File: config.mk
export PLATFORM = sky130hd
export DESIGN_NAME = icap_iprog_seq_flat
export DESIGN_NICKNAME = d
export VERILOG_FILES = /design/src/rtl/icap_iprog_seq_if.sv /design/src/rtl/icap_iprog_seq.sv /design/src/flat_wrapper.sv
export SDC_FILE = /design/constraint.sdc
export NUM_CORES = 1
export LEC_CHECK = 0
export ABC_CLOCK_PERIOD_IN_PS = 3500
export CAP_MARGIN = 20
export CORE_ASPECT_RATIO = 0.6
export CORE_MARGIN = 2
export CORE_UTILIZATION = 55
export CTS_CLUSTER_DIAMETER = 100
export CTS_CLUSTER_SIZE = 28
export DETAILED_ROUTE_END_ITERATION = 10
export GPL_ROUTABILITY_DRIVEN = 0
export PLACE_DENSITY = 0.91
export SLEW_MARGIN = 25
export SYNTH_ARGS = -nofsm -noshare
export SYNTH_HDL_FRONTEND = slang
export SYNTH_SLANG_ARGS = --single-unit
File: constraint.sdc
create_clock -name clk_icap -period 3.5 [get_ports clk_icap]
set_clock_uncertainty 0.2 [all_clocks]
set_input_delay 0.35 -clock clk_icap [delete_from_list [all_inputs] [get_ports clk_icap]]
set_output_delay 0.35 -clock clk_icap [all_outputs]
set_load 0.01 [all_outputs]
File: src/rtl/icap_iprog_seq_if.sv
// ICAP write port bundle driven by the IPROG reboot sequencer.
interface icap_iprog_seq_if;
    logic        icap_ce_n;
    logic        icap_we_n;
    logic [15:0] icap_din;

    modport master (
        output icap_ce_n,
        output icap_we_n,
        output icap_din
    );

    modport slave (
        input icap_ce_n,
        input icap_we_n,
        input icap_din
    );
endinterface

File: src/rtl/icap_iprog_seq.sv
// Issues the 11-word IPROG command stream to ICAP on a REBOOT rising edge,
// pointing the configuration engine at an SPI flash bitstream address.
module icap_iprog_seq #(
    parameter logic [7:0] SPI_OPCODE = 8'h0B,
    parameter bit         BITSWAP    = 1'b1
) (
    input  logic                    clk_icap,
    input  logic                    rst,
    input  logic [24:0]             spi_addr,
    input  logic                    REBOOT,
    icap_iprog_seq_if.master        icap,
    output logic                    busy,
    output logic                    done
);

    typedef enum logic [1:0] {
        IDLE = 2'd0,
        SEND = 2'd1,
        FIN  = 2'd2
    } state_t;

    localparam logic [3:0] LAST_WORD = 4'd10;

    state_t      state_q, state_d;
    logic [3:0]  cnt_q, cnt_d;
    logic [23:0] addr_q, addr_d;
    logic        s1_q, s1_d;
    logic        s2_q, s2_d;
    logic        s3_q, s3_d;
    logic        ce_n_q, ce_n_d;
    logic [15:0] din_q, din_d;
    logic        busy_q, busy_d;
    logic        done_q, done_d;
    logic        trig;

    logic unused_addr_msb;
    assign unused_addr_msb = spi_addr[24];

    function automatic logic [15:0] word_at(
        input logic [3:0]  k,
        input logic [23:0] a
    );
        logic [15:0] w;
        case (k)
            4'd0:    w = 16'hFFFF;
            4'd1:    w = 16'hAA99;
            4'd2:    w = 16'h5566;
            4'd3:    w = 16'h3261;
            4'd4:    w = a[15:0];
            4'd5:    w = 16'h3281;
            4'd6:    w = {SPI_OPCODE, a[23:16]};
            4'd7:    w = 16'h30A1;
            4'd8:    w = 16'h000E;
            default: w = 16'h2000;
        endcase
        return w;
    endfunction

    // ICAP expects each byte MSB-first on D[0], hence the optional reversal.
    function automatic logic [15:0] xform(input logic [15:0] w);
        logic [15:0] r;
        r = w;
        if (BITSWAP) begin
            for (int i = 0; i < 8; i++) begin
                r[i]     = w[7 - i];
                r[8 + i] = w[15 - i];
            end
        end
        return r;
    endfunction

    assign trig = s2_q & ~s3_q;

    always_comb begin
        s1_d    = REBOOT;
        s2_d    = s1_q;
        s3_d    = s2_q;
        state_d = state_q;
        cnt_d   = cnt_q;
        addr_d  = addr_q;
        ce_n_d  = 1'b1;
        din_d   = 16'hFFFF;
        busy_d  = 1'b0;
        done_d  = 1'b0;
        case (state_q)
            IDLE: begin
                if (trig) begin
                    state_d = SEND;
                    cnt_d   = 4'd0;
                    addr_d  = spi_addr[23:0];
                    ce_n_d  = 1'b0;
                    din_d   = xform(word_at(4'd0, spi_addr[23:0]));
                    busy_d  = 1'b1;
                end
            end
            SEND: begin
                busy_d = 1'b1;
                if (cnt_q == LAST_WORD) begin
                    state_d = FIN;
                    done_d  = 1'b1;
                end else begin
                    cnt_d  = cnt_q + 4'd1;
                    ce_n_d = 1'b0;
                    din_d  = xform(word_at(cnt_q + 4'd1, addr_q));
                end
            end
            FIN: begin
                state_d = IDLE;
                cnt_d   = 4'd0;
            end
            default: begin
                state_d = IDLE;
                cnt_d   = 4'd0;
            end
        endcase
    end

    always_ff @(posedge clk_icap or posedge rst) begin
        if (rst) begin
            state_q <= IDLE;
            cnt_q   <= 4'd0;
            addr_q  <= 24'd0;
            s1_q    <= 1'b0;
            s2_q    <= 1'b0;
            s3_q    <= 1'b0;
            ce_n_q  <= 1'b1;
            din_q   <= 16'hFFFF;
            busy_q  <= 1'b0;
            done_q  <= 1'b0;
        end else begin
            state_q <= state_d;
            cnt_q   <= cnt_d;
            addr_q  <= addr_d;
            s1_q    <= s1_d;
            s2_q    <= s2_d;
            s3_q    <= s3_d;
            ce_n_q  <= ce_n_d;
            din_q   <= din_d;
            busy_q  <= busy_d;
            done_q  <= done_d;
        end
    end

    assign icap.icap_ce_n = ce_n_q;
    assign icap.icap_we_n = ce_n_q;
    assign icap.icap_din  = din_q;
    assign busy           = busy_q;
    assign done           = done_q;

endmodule

File: src/flat_wrapper.sv
// flat-port wrapper written by rule: the top's interface ports become plain ports
module icap_iprog_seq_flat 
#(
    parameter logic [7:0] SPI_OPCODE = 8'h0B,
    parameter bit         BITSWAP    = 1'b1
)
  (clk_icap, rst, spi_addr, REBOOT, busy, done, icap_icap_ce_n, icap_icap_we_n, icap_icap_din);
  icap_iprog_seq_if icap_i ();
  input  logic clk_icap;
  input  logic rst;
  input  logic [24:0] spi_addr;
  input  logic REBOOT;
  output logic busy;
  output logic done;
  output wire logic [$bits(icap_i.icap_ce_n)-1:0] icap_icap_ce_n;
  output wire logic [$bits(icap_i.icap_we_n)-1:0] icap_icap_we_n;
  output wire logic [$bits(icap_i.icap_din)-1:0] icap_icap_din;
  assign icap_icap_ce_n = icap_i.icap_ce_n;
  assign icap_icap_we_n = icap_i.icap_we_n;
  assign icap_icap_din = icap_i.icap_din;
  icap_iprog_seq #(.SPI_OPCODE(SPI_OPCODE), .BITSWAP(BITSWAP)) u_core (.clk_icap(clk_icap), .rst(rst), .spi_addr(spi_addr), .REBOOT(REBOOT), .icap(icap_i), .busy(busy), .done(done));
endmodule
# Yosys cells after proc, flatten, opt, wreduce, memory -nomap -nowiden
# Index checks and enable logic that the tools add are counted.
dict set report word_totals {
  register_bits 52
  wordCells 46
  output_inout_bits 20
}
dict set report classes {
  reduce_logical 5
  bitwise 2
  add_sub_neg 1
  n_mux 15
  n_eq_ne 13
}
# cell n
set ops {}
lappend ops {{16-bit one-hot mux with 9 select lines} 1}
lappend ops {{16-bit 2-to-1 mux} 2}
lappend ops {{4-bit by 3-bit equality test with 1-bit output (second input constant)} 4}
lappend ops {{4-bit by 2-bit equality test with 1-bit output (second input constant)} 2}
lappend ops {{4-bit equality test (second input constant)} 2}
lappend ops {{4-bit 2-to-1 mux} 2}
lappend ops {{4-bit one-hot mux with 2 select lines} 1}
lappend ops {{2-bit AND reduction} 3}
lappend ops {{4-bit by 1-bit adder with 4-bit output (second input constant)} 1}
lappend ops {{4-bit by 1-bit equality test with 1-bit output (second input constant)} 1}
lappend ops {{4-bit zero test} 1}
lappend ops {{1-bit 2-to-1 mux} 4}
lappend ops {{2-bit 2-to-1 mux} 2}
lappend ops {{2-bit by 1-bit != test with 1-bit output (second input constant)} 2}
lappend ops {{1-bit one-hot mux with 2 select lines} 2}
lappend ops {{2-bit one-hot mux with 2 select lines} 1}
lappend ops {{2-bit by 1-bit equality test with 1-bit output (second input constant)} 1}
lappend ops {{2-bit zero test} 1}
lappend ops {{2-bit != test (second input constant)} 1}
lappend ops {{1-bit AND} 1}
lappend ops {{1-bit inverter} 1}

# Longest topological paths before layout
# Gate-level depths: netlist of the first run.
dict set report depth {
  word_depth 5
  depth_mapped 8
  depth_no_buf 6
}

# Worst setup path before layout of the first run
# Ideal clock, no wire load.
dict set report synth_timing {
  kind {reg-to-reg}
  from {reg u_core.cnt_q[1]}
  to {reg u_core.din_q[5] (netlist: u_core.icap.icap_din[5])}
  stages_incl_launch_ff 7
  n_path_buf 1
  arrival_ns 1.555
  setup_slack_ns 1.652
  t_required_ns 3.207
  path_cell_list {dfrtp_1 > ha_1 > buf_2 > xor2_2 > nor2_1 > a2111oi_2 > o21ai_1}
}
dict set report synth_between {
  elab_chain_cells 5
}
# item line
set synth_lines {}
lappend synth_lines {{start, declared} icap_iprog_seq.sv:25} ;# logic [3:0] cnt_q, cnt_d;
lappend synth_lines {{start signal, assigned} icap_iprog_seq.sv:132} ;# cnt_q <= cnt_d;
lappend synth_lines {{4-bit by 1-bit adder with 4-bit output} icap_iprog_seq.sv:104} ;# din_d = xform(word_at(cnt_q + 4'd1, addr_q));
lappend synth_lines {{4-bit equality test (tied with other cells)} icap_iprog_seq.sv:44} ;# case (k)
lappend synth_lines {{16-bit one-hot mux with 9 select lines} icap_iprog_seq.sv:44}
lappend synth_lines {{16-bit 2-to-1 mux (*)} icap_iprog_seq.sv:98} ;# if (cnt_q == LAST_WORD) begin
lappend synth_lines {{16-bit 2-to-1 mux (*)} n/a}
lappend synth_lines {{named net u_core.din_d[5]} icap_iprog_seq.sv:31} ;# logic [15:0] din_q, din_d;
lappend synth_lines {{end signal, assigned} icap_iprog_seq.sv:138} ;# din_q <= din_d;
lappend synth_lines {{end, declared} icap_iprog_seq.sv:31}
# The timed path passes the listed nets; every way through them passes the cells marked *.
# A chain may end at the register's enable or synchronous reset.

# Worst setup path after layout of the first run
# Same ends and word-level chain as after synthesis.

==> results.toml, run 1 <==
[outcome]
status = "finished, final reports clean"

[timing]
rsz0062_at_grt = "false"
period_minus_slack_ns = 2.43
max_freq_ghz = 0.411
maxSlewHeadroom = 0.430
finalCritPeriodShare = 0.695
tns_ns = 0
setup_viol = 0
drv_slew = 0
worst-slew-pin-transition_ns = 0.855
hold_viol = 0

[pwr]
switching_share = 0.378
p_comb_frac = 0.453
p_int_uw = 1720
power_switching_uw = 1040
ir_drop_uv = 480
p_per_area_nw_per_um2 = 933
p_seq_frac = 0.417
leakage_uw = 0.00118
clkPwrFrac = 0.130

[synthesis]
synth_cell_types = 47
synth.cell_area_um2 = 2410
synth_fp_nets = 230
ys_ff_latch = 52
netlist_instances = 196
async_reset_ff_frac = 1.00
synth_edf_count = 0
netlist.area_leader.share = 0.364
yosysSeqAreaShare = 0.550
ys_warn_count = 0
syn_area_per_cell_um2 = 12.3
yosys-top-cells-area = "dfrtp_1 (36%), dfstp_2 (19%), mux2_2 (11%)"
synth_area_leader_cell = "dfrtp_1"
synth_flop_cell = "dfrtp_1"

[finish]
diodes = 0
drive_gt1_frac = 0.264
final_cells = 299
final_nets = 272
syn2layout_area_growth_pct = 23.0
fin_area_um2 = 2960
nFillCells = 307

[clock_tree]
ctsResizeCount = 0
cts_tree = "built"
clock_latency_ns = 0.31
post-cts-setup-buffers = 0
hold_buffers = 0
clock-sinks = 52
numCtsBuffers = 5
root_buffer = "clkbuf_8"
cts.path.max_buffers = 2
h-tree-depth = 2
clkSlewWorstSetupHoldPaths_ns = 0.09

[global_route]
overflow = 0
grt_max_degree = 53
groute.usage.overall = 0.219
antenna_found_initial = 0
grt_pass1_vias = 1595
grt_pass1_wl_um = 8140

[route]
routed-wl-met3_um = 414
finalWirelength_um = 4900
drtAntennaViolNets = 0
drt-met1-wl_um = 2210
via_per_inst = 5.62
dr.pass1.iters = 4
route.detailed.drc = 0
post_drt_wl_per_cell_um = 16.4
wl_met2_um = 2210
top_layer = "met4"
initialDrtViolationCount = 113
num_vias = 1680

[setup_path]
path_max_fanout = 15
endpoint_kind = "flop"
required_ns = 3.54
worstPathArrival_ns = 2.47
startpoint_type = "flop"
critical_path_class = "reg2reg"

[worst_hold_path]
hold_class = "reg2reg"

[placed_design]
dp.cells = 291
port_buffers = 46
hpwl_um = 3440
dpl_cell_area_um2 = 2870

[die]
die-height_um = 55.2
die-area_um2 = 4940
die_w_um = 89.4
start_util = 0.581
rows = 18
core_um2 = 4140
num_io_pins = 48

[job]
maxCapViolCount = 0
## through the flow
stage | total power, µW | hold slack [ns] | worst slack [ns] | util
2_1_floorplan | 1970 | 0.131 | 1.65 | -
3_3_place_gp | 2340 | 0.134 | 1.17 | 0.691
3_5_place_dp | 2400 | 0.140 | 1.10 | 0.691
4_1_cts | 2750 | 0.160 | 1.08 | 0.714
5_1_grt | 2950 | 0.177 | 0.837 | 0.714
6_report | 2760 | 0.157 | 1.07 | 0.714
## cell usage in the layout (no fill, tap or decap), types with 3 or more instances in the layout
master,Yosys,layout
clkbuf_8,0,6
mux2_2,23,23
nand4_1,3,3
clkdlybuf4s50_1,0,46
nand2_1,14,14
nand3b_1,3,3
nor2_1,6,6
o21ai_0,16,16
ha_1,6,6
a22oi_1,6,6
o21ai_1,4,4
nand2b_1,4,4
inv_1,8,7
dfrtp_1,35,35
a21oi_1,5,5
dfstp_2,17,17
## critical path, cell delays in order, from the launching register on
cell       delay [ns]
dfrtp_1          0.55
inv_1            0.15
ha_1             0.57
inv_1            0.14
a2111oi_0        0.49
a2111oi_2        0.13
o21ai_1          0.14
## registers in the layout, indices dropped and copies added, names as in the netlist
| register | cells |
|---|---|
| u_core.icap.icap_ce_n | 1 |
| u_core.busy | 1 |
| u_core.state_q | 2 |
| u_core.s3_q | 1 |
| u_core.done | 1 |
| u_core.icap.icap_din | 16 |
| u_core.s2_q | 1 |
| u_core.cnt_q | 4 |
| u_core.s1_q | 1 |
| u_core.addr_q | 24 |
## cell usage after synthesis (2+ instances only)
| cell | number |
|---|---|
| nand2_1 | 14 |
| inv_1 | 8 |
| buf_6 | 3 |
| dfstp_2 | 17 |
| buf_4 | 3 |
| o21ai_1 | 4 |
| nand2b_1 | 4 |
| a22oi_1 | 6 |
| dfrtp_1 | 35 |
| o31ai_1 | 2 |
| ha_1 | 6 |
| a21oi_2 | 2 |
| clkbuf_1 | 2 |
| xor2_2 | 2 |
| nand3b_1 | 3 |
| o211ai_1 | 2 |
| o21ai_0 | 16 |
| a211oi_1 | 2 |
| mux2_2 | 23 |
| nor2_1 | 6 |
| nand4_1 | 3 |
| buf_2 | 3 |
| a21oi_1 | 5 |
| or2_2 | 2 |
## area by class of cell
class	count	area, µm²	share of cell area
multi-input cells	124	970	0.328
inverters	8	31.3	0.0106
repair buffers	47	468	0.158
well taps	60	75.1	0.0254
clock buffers	7	86.3	0.0292
clock inverters	1	7.51	0.00254
flip-flops and latches	52	1320	0.447
## metal layers
layer  global-route usage  up-vias
li1                     -      775
met1                0.340      815
met2                0.304       82
met3               0.0538        8
met4               0.0682        0
met5                    0        -
## power groups by stage
stage	Sequential, µW	Combinational (µW)	Clock [µW]
6_report	1150	1250	359
4_1_cts	1150	1250	356
5_1_grt	1180	1380	386
3_3_place_gp	1140	1190	0
3_5_place_dp	1160	1240	0
2_1_floorplan	1140	826	0
## logic make-up after synthesis
family,after synthesis,synth area share
AOI/OAI and AO/OA,48,0.137
xor gates and xnor gates,3,0.0172
adders and majority gates,6,0.0312
buffers and inverters,20,0.0473
DFF,52,0.550
muxes,25,0.116
and+or+nand+nor,42,0.101
## final timing paths
check	startpoint	endpoint	slack [ns]	cells past startpoint
max	u_core.cnt_q[1]$_DFFE_PP0P_	u_core.icap.icap_din[5]$_DFF_PP1_	1.07	6
min	u_core.s1_q$_DFF_PP0_	u_core.s2_q$_DFF_PP0_	0.16	0
max reg2reg	u_core.cnt_q[1]$_DFFE_PP0P_	u_core.icap.icap_din[5]$_DFF_PP1_	1.07	6
min reg2reg	u_core.s1_q$_DFF_PP0_	u_core.s2_q$_DFF_PP0_	0.16	0
max in group asynchronous	rst	u_core.addr_q[9]$_DFFE_PP0P_	2.30	2
min in group asynchronous	rst	u_core.addr_q[14]$_DFFE_PP0P_	0.30	2
Power figures use the tool's default switching activity.
==> run 2, diff against run 1 <==
ABC_CLOCK_PERIOD_IN_PS = 2300   (was 3500)
CORE_UTILIZATION = 51   (was 55)
PLACE_DENSITY = 0.86   (was 0.91)
clock period = 2.3 ns   (was 3.5 ns; I/O delays follow)
==> run 2 against run 1 <==
Against the previous run:
- non-clock buffer count increased by 10
- first-iteration DRC count decreased by 6.2%
- worst hold slack got worse by 0.11 ns
- routed wire length about the same
- final cell count increased by 4.3%
- clock power increased by 72%
- setup slack got worse by 0.84 ns
- core utilization decreased by 4.2 points
- critical endpoint unchanged
- largest power group unchanged
==> results.toml, run 2 (synthesis results as in run 1) <==
[timing]
max_freq_ghz = 0.484
finalCritPeriodShare = 0.899
drv_slew = 0
setup_viol = 0
tns_ns = 0
maxSlewHeadroom = 0.592
fin_ws_ns = 0.232
rsz0062_at_grt = "false"
worst-slew-pin-transition_ns = 0.596
period_minus_slack_ns = 2.07
hold_viol = 0

[placed_design]
dp.cells = 304
pre_cts_ws_ns = 0.0502
dpl_cell_area_um2 = 2960
port_buffers = 46
hpwl_um = 3630

[setup_path]
endpoint_kind = "flop"
r2r-start = "u_core.cnt_q[1]$_DFFE_PP0P_"
r2r_cells = 5
critical_path_class = "reg2reg"
required_ns = 2.34
startpoint_type = "flop"
worstPathArrival_ns = 2.11
path_max_fanout = 12
startpoint = "u_core.cnt_q[1]$_DFFE_PP0P_"
r2r-end = "u_core.icap.icap_din[5]$_DFF_PP1_"
r2r_slack_ns = 0.23

[finish]
fin_area_um2 = 3070
diodes = 0
mostFrequentLayoutCell = "clkdlybuf4s50_1"
post-route-util = 0.672
layout_common_cells = "clkdlybuf4s50_1 (46), dfrtp_1 (34), mux2_2 (23)"
nFillCells = 353
largest_reg_flops = 24
final_nets = 282
final_cells = 312
top_register = "u_core.addr_q"
syn2layout_area_growth_pct = 27.5
drive_gt1_frac = 0.301

[pwr]
ir_drop_uv = 661
p_per_area_nw_per_um2 = 1440
leakage_uw = 0.00124

[clock_tree]
clkSlewWorstSetupHoldPaths_ns = 0.09
root_buffer = "clkbuf_8"
cts_tree = "built"
h-tree-depth = 2
clock_latency_ns = 0.31
clock-sinks = 52
cts.path.max_buffers = 2
post-cts-setup-buffers = 0
numCtsBuffers = 5

[route]
post_drt_wl_per_cell_um = 15.7
via_per_inst = 5.38
initialDrtViolationCount = 106
num_vias = 1678
dr.pass1.iters = 4
drtAntennaViolNets = 0
finalWirelength_um = 4900
route.detailed.drc = 0

[global_route]
grt_max_degree = 33
grt_use_met2 = 0.303
antenna_found_initial = 0
groute.usage.overall = 0.207
grt_pass1_wl_um = 8260
overflow = 0
grtUsageMet3 = 0.0542
grt_pass1_vias = 1687
grt-busiest-layer = "met2"
globalRouteMet1Util = 0.301

[die]
die-height_um = 57.2
num_io_pins = 48
die_w_um = 92.7
rows = 19
core_um2 = 4560
die-area_um2 = 5300
start_util = 0.527

[outcome]
status = "finished, final reports clean"

[job]
maxCapViolCount = 0

[worst_hold_path]
hold_class = "in2async"
run 2: cell types whose count changed in the layout (fill, tap and decap cells not counted):
cell,previous run,this run
buf_12,0,1
buf_4,1,10
bufinv_16,0,1
clkbuf_8,6,5
clkinvlp_4,1,0
dfrtp_1,35,34
dfrtp_2,0,1
ha_1,6,5
ha_2,0,1
inv_2,0,1
run 2: where the power goes:
part / leakage, µW / internal [µW] / total (µW) / switching, µW
Sequential: 0.000598 / 1450 / 1740 / 289
Combinational: 0.000589 / 1040 / 2040 / 1000
Clock: 0.0000552 / 323 / 617 / 294
Total: 0.00124 / 2820 / 4400 / 1590
run 2: final cells by class:
| cell class | count | area [µm²] | area share |
|---|---|---|---|
| Tap cell | 63 | 78.8 | 0.0257 |
| Sequential cell | 52 | 1320 | 0.431 |
| Timing Repair Buffer | 57 | 556 | 0.181 |
| Inverter | 8 | 30.0 | 0.00979 |
| Clock buffer | 6 | 72.6 | 0.0237 |
| Clock inverter | 2 | 35.0 | 0.0114 |
| Multi-Input combinational cell | 124 | 972 | 0.317 |
run 2: metrics by stage:
| stage | power, µW | hold WS [ns] |
|---|---|---|
| after floorplan | 2990 | 0.0614 |
| after global placement | 3700 | 0.132 |
| after detailed placement | 3790 | 0.138 |
| after CTS | 4400 | 0.0538 |
| after global routing | 4700 | 0.107 |
| final | 4400 | 0.0439 |
run 2: timing repair:
action | 4_1_cts | 5_1_grt
hold buffers | 0 | 0
resized for setup | 0 | 2
endpoints found under the hold margin | 0 | 0
endpoints found under the setup margin | 0 | 14
run 2: metal layers:
metal	wire, µm	vias to the layer above
li1	-	794
met1	2350	818
met2	2090	59
met3	384	7
met4	72	0
met5	0	-
run 2: critical path, stage by stage (launching register included):
cell and delay, ns:
dfrtp_2 0.51, ha_2 0.35, nand2_1 0.16, a2111oi_0 0.52, a2111oi_2 0.13, o21ai_1 0.12
run 2: how the worst max path moves through the flow:
| stage | end | slack (ns) | cells after the start |
|---|---|---|---|
| 2_1_floorplan | u_core.icap.icap_din[5]$_DFF_PP1_ | 0.45 | 6 |
| 3_3_place_gp | u_core.icap.icap_din[6]$_DFF_PP1_ | 0.21 | 5 |
| 3_5_place_dp | u_core.icap.icap_din[5]$_DFF_PP1_ | 0.05 | 5 |
| 4_1_cts | u_core.icap.icap_din[5]$_DFF_PP1_ | 0.02 | 5 |
| 5_1_grt | u_core.icap.icap_din[12]$_DFF_PP1_ | 0.09 | 4 |
| 6_report | u_core.icap.icap_din[5]$_DFF_PP1_ | 0.23 | 5 |
